File: src/rtl/cordic_pkg.sv
// Shared constants, result-entry layout and saturation helper for the CORDIC output stage.
package cordic_pkg;

    localparam logic [31:0] CORDIC_K_GAIN = 32'h00009B75;  // 0.607253 in Q16.16
    localparam int          CORDIC_FRAC   = 16;
    localparam int          SEL_VECTORING = 3;

    localparam logic [15:0] Q2_14_MAX = 16'h7FFF;
    localparam logic [15:0] Q2_14_MIN = 16'h8000;

    typedef struct packed {
        logic [15:0] result_a;
        logic [15:0] result_b;
        logic [3:0]  select;
    } result_t;

    localparam int RESULT_W = $bits(result_t);

    function automatic logic [15:0] sat16(input logic signed [32:0] v);
        if (v > 33'sd32767) begin
            return Q2_14_MAX;
        end else if (v < -33'sd32768) begin
            return Q2_14_MIN;
        end else begin
            return v[15:0];
        end
    endfunction

endpackage

File: src/rtl/cordic_post_if.sv
// Bus between the last CORDIC iteration stage, cordic_post and the result consumer.
interface cordic_post_if;

    logic        valid_in;
    logic [31:0] x_in;
    logic [31:0] y_in;
    logic [31:0] z_in;
    logic [3:0]  select_in;

    // valid_in has no ready: the upstream pipeline never stalls. On the result side
    // an entry transfers on a rising edge where out_valid && out_ready; while
    // out_valid is high and out_ready low, result_a/result_b/select_out are held.
    logic        out_valid;
    logic        out_ready;
    logic [15:0] result_a;
    logic [15:0] result_b;
    logic [3:0]  select_out;
    logic        overflow;

    modport master (
        output valid_in, x_in, y_in, z_in, select_in, out_ready,
        input  out_valid, result_a, result_b, select_out, overflow
    );

    modport slave (
        input  valid_in, x_in, y_in, z_in, select_in, out_ready,
        output out_valid, result_a, result_b, select_out, overflow
    );

endinterface

File: src/rtl/cordic_post_fifo.sv
// Synchronous show-ahead FIFO; drops a push when full without a pop and pulses drop.
module cordic_post_fifo #(
    parameter int DEPTH = 4,
    parameter int WIDTH = 36
) (
    input  logic             clk,
    input  logic             rst_n,
    input  logic             push,
    input  logic [WIDTH-1:0] push_data,
    input  logic             pop,
    output logic [WIDTH-1:0] head,
    output logic             empty,
    output logic             drop
);

    localparam int            AW       = $clog2(DEPTH);
    localparam logic [AW:0]   FULL_CNT = (AW + 1)'(DEPTH);

    logic [WIDTH-1:0] mem [DEPTH];
    logic [AW-1:0]    wr_ptr;
    logic [AW-1:0]    rd_ptr;
    logic [AW:0]      count;
    logic [WIDTH-1:0] last_q;
    logic             full;
    logic             do_push;
    logic             do_pop;

    always_comb begin
        empty   = (count == '0);
        full    = (count == FULL_CNT);
        do_pop  = pop && !empty;
        // a pop frees the slot the same edge, so a full FIFO can still accept
        do_push = push && (!full || do_pop);
        drop    = push && full && !do_pop;
        head    = empty ? last_q : mem[rd_ptr];
    end

    always_ff @(posedge clk) begin
        if (!rst_n) begin
            wr_ptr <= '0;
            rd_ptr <= '0;
            count  <= '0;
            last_q <= '0;
        end else begin
            if (do_push) begin
                wr_ptr <= wr_ptr + 1'b1;
            end
            if (do_pop) begin
                rd_ptr <= rd_ptr + 1'b1;
            end
            case ({do_push, do_pop})
                2'b10:   count <= count + 1'b1;
                2'b01:   count <= count - 1'b1;
                default: count <= count;
            endcase
            // remember what was shown so the outputs freeze once the FIFO drains
            if (!empty) begin
                last_q <= mem[rd_ptr];
            end
        end
    end

    always_ff @(posedge clk) begin
        if (rst_n && do_push) begin
            mem[wr_ptr] <= push_data;
        end
    end

endmodule

File: src/rtl/cordic_post.sv
// CORDIC output stage: gain compensation, rounding/saturation to 16 bits, output FIFO.
// Optional macro CORDIC_POST_OVF_CNT_EN adds a saturating ovf_count of dropped results.
module cordic_post
    import cordic_pkg::*;
#(
    parameter int          FIFO_DEPTH = 4,
    parameter logic [31:0] K_GAIN     = CORDIC_K_GAIN,
    parameter int          FRAC       = CORDIC_FRAC
) (
    input  logic          clk,
    input  logic          rst_n,
    cordic_post_if.slave  bus
`ifdef CORDIC_POST_OVF_CNT_EN
    ,
    output logic [15:0]   ovf_count
`endif
);

    localparam logic signed [63:0] RND       = 64'sd1 <<< (FRAC - 1);
    localparam int                 ROT_SHIFT = FRAC - 14;

    function automatic logic signed [32:0] rshift_round(input logic [31:0] v, input int n);
        logic signed [32:0] w;
        w = $signed({v[31], v}) + (33'sd1 <<< (n - 1));
        return w >>> n;
    endfunction

    // input capture ahead of the multiplier
    logic        in_vld;
    logic [31:0] in_x;
    logic [31:0] in_y;
    logic [31:0] in_z;
    logic [3:0]  in_sel;

    logic        s1_vld;
    logic [31:0] s1_xs;
    logic [31:0] s1_ys;
    logic [31:0] s1_z;
    logic [3:0]  s1_sel;

    logic        s2_vld;
    result_t     s2_entry;

    logic signed [63:0] x64;
    logic signed [63:0] y64;
    logic signed [63:0] k64;
    logic signed [63:0] px;
    logic signed [63:0] py;
    logic [31:0]        xs_next;
    logic [31:0]        ys_next;
    result_t            fmt_next;

    result_t fifo_head;
    logic    fifo_empty;
    logic    fifo_drop;
    logic    fifo_pop;
    logic    overflow_q;

    always_comb begin
        x64     = {{32{in_x[31]}}, in_x};
        y64     = {{32{in_y[31]}}, in_y};
        k64     = {{32{K_GAIN[31]}}, K_GAIN};
        px      = x64 * k64;
        py      = y64 * k64;
        xs_next = 32'((px + RND) >>> FRAC);
        ys_next = 32'((py + RND) >>> FRAC);
    end

    always_comb begin
        fmt_next.select = s1_sel;
        if (s1_sel[SEL_VECTORING]) begin
            fmt_next.result_a = sat16(rshift_round(s1_xs, FRAC));
            fmt_next.result_b = sat16(rshift_round(s1_z, FRAC));
        end else begin
            fmt_next.result_a = sat16(rshift_round(s1_xs, ROT_SHIFT));
            fmt_next.result_b = sat16(rshift_round(s1_ys, ROT_SHIFT));
        end
    end

    always_ff @(posedge clk) begin
        if (!rst_n) begin
            in_vld <= 1'b0;
            s1_vld <= 1'b0;
            s2_vld <= 1'b0;
        end else begin
            in_vld <= bus.valid_in;
            s1_vld <= in_vld;
            s2_vld <= s1_vld;
        end
    end

    // data registers carry no reset: the valid bits alone decide what is live
    always_ff @(posedge clk) begin
        in_x     <= bus.x_in;
        in_y     <= bus.y_in;
        in_z     <= bus.z_in;
        in_sel   <= bus.select_in;
        s1_xs    <= xs_next;
        s1_ys    <= ys_next;
        s1_z     <= in_z;
        s1_sel   <= in_sel;
        s2_entry <= fmt_next;
    end

    assign fifo_pop = !fifo_empty && bus.out_ready;

    cordic_post_fifo #(
        .DEPTH (FIFO_DEPTH),
        .WIDTH (RESULT_W)
    ) u_fifo (
        .clk       (clk),
        .rst_n     (rst_n),
        .push      (s2_vld),
        .push_data (s2_entry),
        .pop       (fifo_pop),
        .head      (fifo_head),
        .empty     (fifo_empty),
        .drop      (fifo_drop)
    );

    always_ff @(posedge clk) begin
        if (!rst_n) begin
            overflow_q <= 1'b0;
        end else if (fifo_drop) begin
            overflow_q <= 1'b1;
        end
    end

`ifdef CORDIC_POST_OVF_CNT_EN
    logic [15:0] ovf_cnt_q;

    always_ff @(posedge clk) begin
        if (!rst_n) begin
            ovf_cnt_q <= '0;
        end else if (fifo_drop && (ovf_cnt_q != 16'hFFFF)) begin
            ovf_cnt_q <= ovf_cnt_q + 16'd1;
        end
    end

    assign ovf_count = ovf_cnt_q;
`endif

    assign bus.out_valid  = !fifo_empty;
    assign bus.result_a   = fifo_head.result_a;
    assign bus.result_b   = fifo_head.result_b;
    assign bus.select_out = fifo_head.select;
    assign bus.overflow   = overflow_q;

endmodule
File: src/flat_wrapper.sv
// flat-port wrapper written by rule: the top's interface ports become plain ports
module cordic_post_flat import cordic_pkg::*;
#(
    parameter int          FIFO_DEPTH = 4,
    parameter logic [31:0] K_GAIN     = CORDIC_K_GAIN,
    parameter int          FRAC       = CORDIC_FRAC
)
  (clk, rst_n, bus_valid_in, bus_x_in, bus_y_in, bus_z_in, bus_select_in, bus_out_ready, bus_out_valid, bus_result_a, bus_result_b, bus_select_out, bus_overflow);
  cordic_post_if bus_i ();
  input  logic clk;
  input  logic rst_n;
  input wire logic [$bits(bus_i.valid_in)-1:0] bus_valid_in;
  input wire logic [$bits(bus_i.x_in)-1:0] bus_x_in;
  input wire logic [$bits(bus_i.y_in)-1:0] bus_y_in;
  input wire logic [$bits(bus_i.z_in)-1:0] bus_z_in;
  input wire logic [$bits(bus_i.select_in)-1:0] bus_select_in;
  input wire logic [$bits(bus_i.out_ready)-1:0] bus_out_ready;
  output wire logic [$bits(bus_i.out_valid)-1:0] bus_out_valid;
  output wire logic [$bits(bus_i.result_a)-1:0] bus_result_a;
  output wire logic [$bits(bus_i.result_b)-1:0] bus_result_b;
  output wire logic [$bits(bus_i.select_out)-1:0] bus_select_out;
  output wire logic [$bits(bus_i.overflow)-1:0] bus_overflow;
  assign bus_i.valid_in = bus_valid_in;
  assign bus_i.x_in = bus_x_in;
  assign bus_i.y_in = bus_y_in;
  assign bus_i.z_in = bus_z_in;
  assign bus_i.select_in = bus_select_in;
  assign bus_i.out_ready = bus_out_ready;
  assign bus_out_valid = bus_i.out_valid;
  assign bus_result_a = bus_i.result_a;
  assign bus_result_b = bus_i.result_b;
  assign bus_select_out = bus_i.select_out;
  assign bus_overflow = bus_i.overflow;
  cordic_post #(.FIFO_DEPTH(FIFO_DEPTH), .K_GAIN(K_GAIN), .FRAC(FRAC)) u_core (.clk(clk), .rst_n(rst_n), .bus(bus_i));
endmodule
File: config.mk
export PLATFORM = sky130hd
export DESIGN_NAME = cordic_post_flat
export DESIGN_NICKNAME = d
export VERILOG_FILES = /design/src/rtl/cordic_pkg.sv /design/src/rtl/cordic_post_if.sv /design/src/rtl/cordic_post_fifo.sv /design/src/rtl/cordic_post.sv /design/src/flat_wrapper.sv
export SDC_FILE = /design/constraint.sdc
export NUM_CORES = 2
export LEC_CHECK = 0
export ABC_AREA = 1
export CAP_MARGIN = 15
export CORE_ASPECT_RATIO = 0.5
export CORE_MARGIN = 2
export CORE_UTILIZATION = 47
export DETAILED_ROUTE_END_ITERATION = 6
export GPL_TIMING_DRIVEN = 0
export PLACE_DENSITY = 0.69
export SYNTH_ARGS = -nofsm -noshare
export SYNTH_HDL_FRONTEND = slang
export SYNTH_HIERARCHICAL = 1
export SYNTH_SLANG_ARGS = --single-unit
File: constraint.sdc
create_clock -name clk -period 8.91 [get_ports clk]
set_input_delay 1.3365 -clock clk [delete_from_list [all_inputs] [get_ports clk]]
set_output_delay 1.3365 -clock clk [all_outputs]
set_load 0.005 [all_outputs]
Yosys cells after proc, flatten, opt, wreduce, memory -nomap -nowiden. Memories as Yosys holds them, arrays and structs flattened. A register that Yosys moved wholly into a read port is not among the register bits. Index checks and enable logic that the tools add are counted. W data, S select, Z words.

Bits in registers: 283. Input port bits: 104. RAM bits: 144. Memories kept: 1. Word-level logic and storage cells: 70. Output and inout port bits: 38.

Multiplexer cells: 15. Multipliers: 2. Reduce and logical (&&, ||, !) cells: 12. Equal/unequal tests: 3. Add/sub/neg operators: 10. Order comparisons: 8.

Memories: u_core.u_fifo.mem (depth 4, width 36, read ports 1, clocked after Yosys merged registers in 1, write ports 1, line cordic_post_fifo.sv:19) `logic [WIDTH-1:0] mem [DEPTH];`.

Operators with widths (count): $mux W16 (8); $add A48 B17 Y48 const B (2); $mul A32 B17 Y48 const B (2); $add A32 B17 Y33 const B (2); $add A32 B3 Y33 const B (2); $gt A31 B16 Y1 const B (2); $lt A31 B16 Y1 const B (2); $mux W36 (1); $gt A17 B16 Y1 const B (2); $lt A17 B16 Y1 const B (2); $mux W32 (1); $logic_and A1 B1 Y1 (6); $pmux W3 S2 (1); $add A2 B1 Y2 const B (2); $mux W2 (2); $add A3 B1 Y3 const B (1); $eq A3 B3 Y1 const B (1); $logic_not A1 Y1 (3); $logic_not A3 Y1 (1); $sub A3 B1 Y3 const B (1); $eq A2 B1 Y1 const B (1); $eq A2 B2 Y1 const B (1); $mux W1 (2); $reduce_bool A2 Y1 (1); $logic_or A1 B1 Y1 (1).

Depth between registers and ports, before layout.
Word-level depth: 9. Mapped depth: 25. Depth with buffers taken out: 25.

Hierarchy. Netlist, hierarchy kept.

Modules (own cells, without submodules): cordic_post (instances 1, area an instance 30101.4 µm², seq. area each 4164.0 µm², cells each 3556); cordic_post_fifo (instances 1, area an instance 7348.3 µm², seq. area each 5225.0 µm², cells each 645).

Worst setup path before layout. Ideal clock, no wire load.

Path type: flip-flop to flip-flop. Start: register u_core.in_y[31]. End: register u_core.s1_ys[25]. Cell stages (with the launch flop): 18. Data arrival time: 4.945 ns. Required time: 8.838 ns. Buffers on the path: 0. Clock period less this slack: 5.017 ns. Path slack: 3.893 ns. Library setup time: 0.072 ns. Path through: dfxtp_1 ha_1 inv_1 fa_1 fa_1 fa_1 fa_1 inv_1 fa_1 inv_1 ha_1 nand2_1 nor2_1 inv_1 nor3_1 nand3_1 nand4_1 xor2_1.

Word-level cells in the longest chain between the ends: 2.

Ends and longest elaborated chain: start: declaration (line cordic_post.sv:31) `logic [31:0] in_y;`; start signal: assignment (line cordic_post.sv:95) `in_y <= bus.y_in;`; $mul A32 B17 Y48 (line cordic_post.sv:64) `py = y64 * k64;`; $add A48 B17 Y48 (line cordic_post.sv:66) `ys_next = 32'((py + RND) >>> FRAC);`; named net u_core.ys_next[25] (line cordic_post.sv:50) `logic [31:0] ys_next;`; end signal: assignment (line cordic_post.sv:99) `s1_ys <= ys_next;`; end: declaration (line cordic_post.sv:37) `logic [31:0] s1_ys;`.

The timed path passes the listed nets, and every way through them passes these cells. A chain may end at the register's enable or synchronous reset.

Final worst setup path.
Start: register u_core.in_y[10]. End: register u_core.s1_ys[17].

The elaborated chain is that of the path after synthesis.

==> metrics <==
Unique masters post-synth=54; Initial Utilization=47.29%; Worst-Margin Slew=0.9827 ns; required time worst endpoint=9.38 ns; clock buffer depth=3; area of the multi-input gates=24,030 um^2; register area share after synthesis=25.07%; layout cells sized above 1=4.252%; Final setup viols=0; synthesized instance count=4,201; Top Ports=142; core area=79,190 um^2; Critical Path AT=6.31 ns; clk root buf=clkbuf_16; routed length per instance=16.39 um; Setup TNS Final=0 ns; DRT Pass-1 Iters=5; CTS buffer count=38; dpl hpwl=75,920 um; vias in the first global route=28,040; Slew headroom=34.40%; slowest cell on the critical path=dfxtp_1; Syn Std Cell Area=37,450 um^2; Max Fclk=0.1713 GHz; Max H-tree Level=2; Synth area leader=fa_1; Top FF cell, synth=dfxtp_1; row cnt=73; min-delay worst type=reg2reg; gp weighted congestion=0.9566; Register Area=9389 um^2; ys async rst share=0%; run status=finished, final reports clean; top-count cell post-synth=inv_1; IO Port Bufs=126; ANT nets after route=0; Area Overhead vs Synth=10.60%; Final Max Tran Viols=0; final hold vios=0; Synth Net Count=5,226; count of hold-fix buffers inserted at cts=0; vias per cell=4.966; Critical Path Source Type=flop; Final min period=5.837 ns; post-synth top area share=26.67%; Total Routed Length=89,300 um; fin nets=5,396; GRT overflow=0; TritonCTS clock tree=done; Critical Path Most Common Cell=fa_1; worst skew pair latency=0.58 ns; Finished Core Util=52.30%; drt drc=0; nature of the critical path endpoint=flop; PostCTS Resize Cnt=0; critical path class=reg2reg; # clock sinks=397; Synth area leaders=fa_1, ha_1, dfxtp_1; Seq cells post-synth=397; max_cap viols=0; worst clock skew=0.01336 ns; Antenna Cells=0; global-route wire length before repair=145,300 um; Syn Area/Cell=8.914 um^2; initial antenna violation count=0; largest net degree at the start of global routing=29; Max FO, Critical Path=6; Slowest Stage Delay on Critical Path=0.65 ns; Die X-Extent=403.2 um; setup bufs post-CTS=0; clock slew at reported path FFs=0.06 ns; Ys Warns=6; Overall Global Routing Usage=22.26%; die area=82,090 um^2; Worst Path Buf+Inv=4; fillers=7,191; Die Y=203.6 um; RSZ-0062 raised after global routing=no; Post-synth EDFFs=144; Crit path max-delay family=adder cells; top cells by count, synth=inv_1, nand2_1, fa_1, ha_1, nor2_1; routed via count=27,060; fin crit share=65.51%; critical path cell sequence=ha_1 > inv_1 > fa_1 > inv_1 > fa_1 > fa_1 > fa_1 > inv_1 > fa_1 > inv_1 > ha_1 > nand2_1 > nor2_1 > nand2_1 > nor4_1 > a21oi_1 > o21bai_1 > xor2_1; Starting DRT DRC Count=1,633
==> cell families (layout without fill, tap and decap cells) <==
logic type                 after synthesis  in the layout  share of synthesized area, %
and+or+nand+nor                       1284           1284                         14.10
buffers and inverters                 1046           1243                         10.85
adders and majority gates              921            921                         40.77
AOI/OAI and AO/OA                      442            442                         6.605
DFF                                    397            397                         25.07
xor gates and xnor gates               111            111                         2.596
==> routing by layer <==
layer  wire [um]  vias to the layer above  GRT usage, %
met3        4369                      113         3.403
met1       41850                    13090         30.81
met4        1561                        0         4.441
met2       41520                      588         37.29
li1            -                    13270             -
met5           0                        -             0
==> cell type report <==
class	instances	share of cell area, %
Buffer	45	0.7341
Clock buffer	53	2.707
Clock inverter	14	0.3957
Inverter	1001	9.080
Multi-Input combinational cell	2758	58.01
Sequential cell	397	22.67
Tap cell	1050	3.172
Timing Repair Buffer	130	3.238
==> cell usage in the layout (no fill, tap or decap), drive strengths merged, types with 4 or more instances in the layout <==
| cell type | synthesis | layout |
|---|---|---|
| ha | 422 | 422 |
| edfxtp | 144 | 144 |
| nand3 | 96 | 96 |
| inv | 999 | 1004 |
| xor2 | 78 | 78 |
| o21ai | 194 | 194 |
| a21boi | 5 | 5 |
| a31oi | 22 | 22 |
| clkdlybuf4s50 | 0 | 126 |
| clkbuf | 6 | 59 |
| buf | 39 | 43 |
| nor4 | 7 | 7 |
| fa | 499 | 499 |
| a21o | 16 | 16 |
| nand4 | 22 | 22 |
| a21oi | 168 | 168 |
| o21bai | 13 | 13 |
| and3 | 5 | 5 |
| clkinv | 2 | 8 |
| o211ai | 4 | 4 |
| dfxtp | 253 | 253 |
| nor2 | 425 | 425 |
| o21a | 8 | 8 |
| xnor2 | 33 | 33 |
| nor3 | 19 | 19 |
| nand2 | 703 | 703 |
==> stage by stage <==
step | cells | area [um^2] | worst slack, ns | hold WS [ns]
floorplan | 4201 | 37450 | 3.893 | 0.3096
global placement | 5377 | 40020 | 3.127 | 0.3097
detailed placement | 5381 | 40130 | 3.089 | 0.3121
CTS | 5448 | 41420 | 3.052 | 0.3288
global route | 5448 | 41420 | 2.765 | 0.3319
finish | 5448 | 41420 | 3.073 | 0.3273
==> flip-flops by register name, indices dropped and copies added (netlist names), 3 cells and up, named ones only <==
signal,count
u_core/in_x,32
u_core/u_fifo/last_q,36
u_core/u_fifo/mem,144
u_core/u_fifo/count,3
u_core/in_y,32
u_core/in_z,17
u_core/s2_entry,36
u_core/s1_sel,4
u_core/s1_ys,31
u_core/s1_xs,31
u_core/s1_z,17
u_core/in_sel,4
==> final timing paths <==
| path | end | slack (ns) | start | cells past startpoint |
|---|---|---|---|---|
| hold reg to reg | u_core/s1_sel[3]$_DFF_P_ | 0.33 | u_core/in_sel[3]$_DFF_P_ | 0 |
| setup / recovery | u_core/s1_ys[17]$_DFF_P_ | 3.07 | u_core/in_y[10]$_DFF_P_ | 18 |
| setup reg to reg | u_core/s1_ys[17]$_DFF_P_ | 3.07 | u_core/in_y[10]$_DFF_P_ | 18 |
| hold / removal | u_core/s1_sel[3]$_DFF_P_ | 0.33 | u_core/in_sel[3]$_DFF_P_ | 0 |
Power is not shown: default switching activity piles up to over one toggle a cycle in this logic, so the estimate is an artifact.
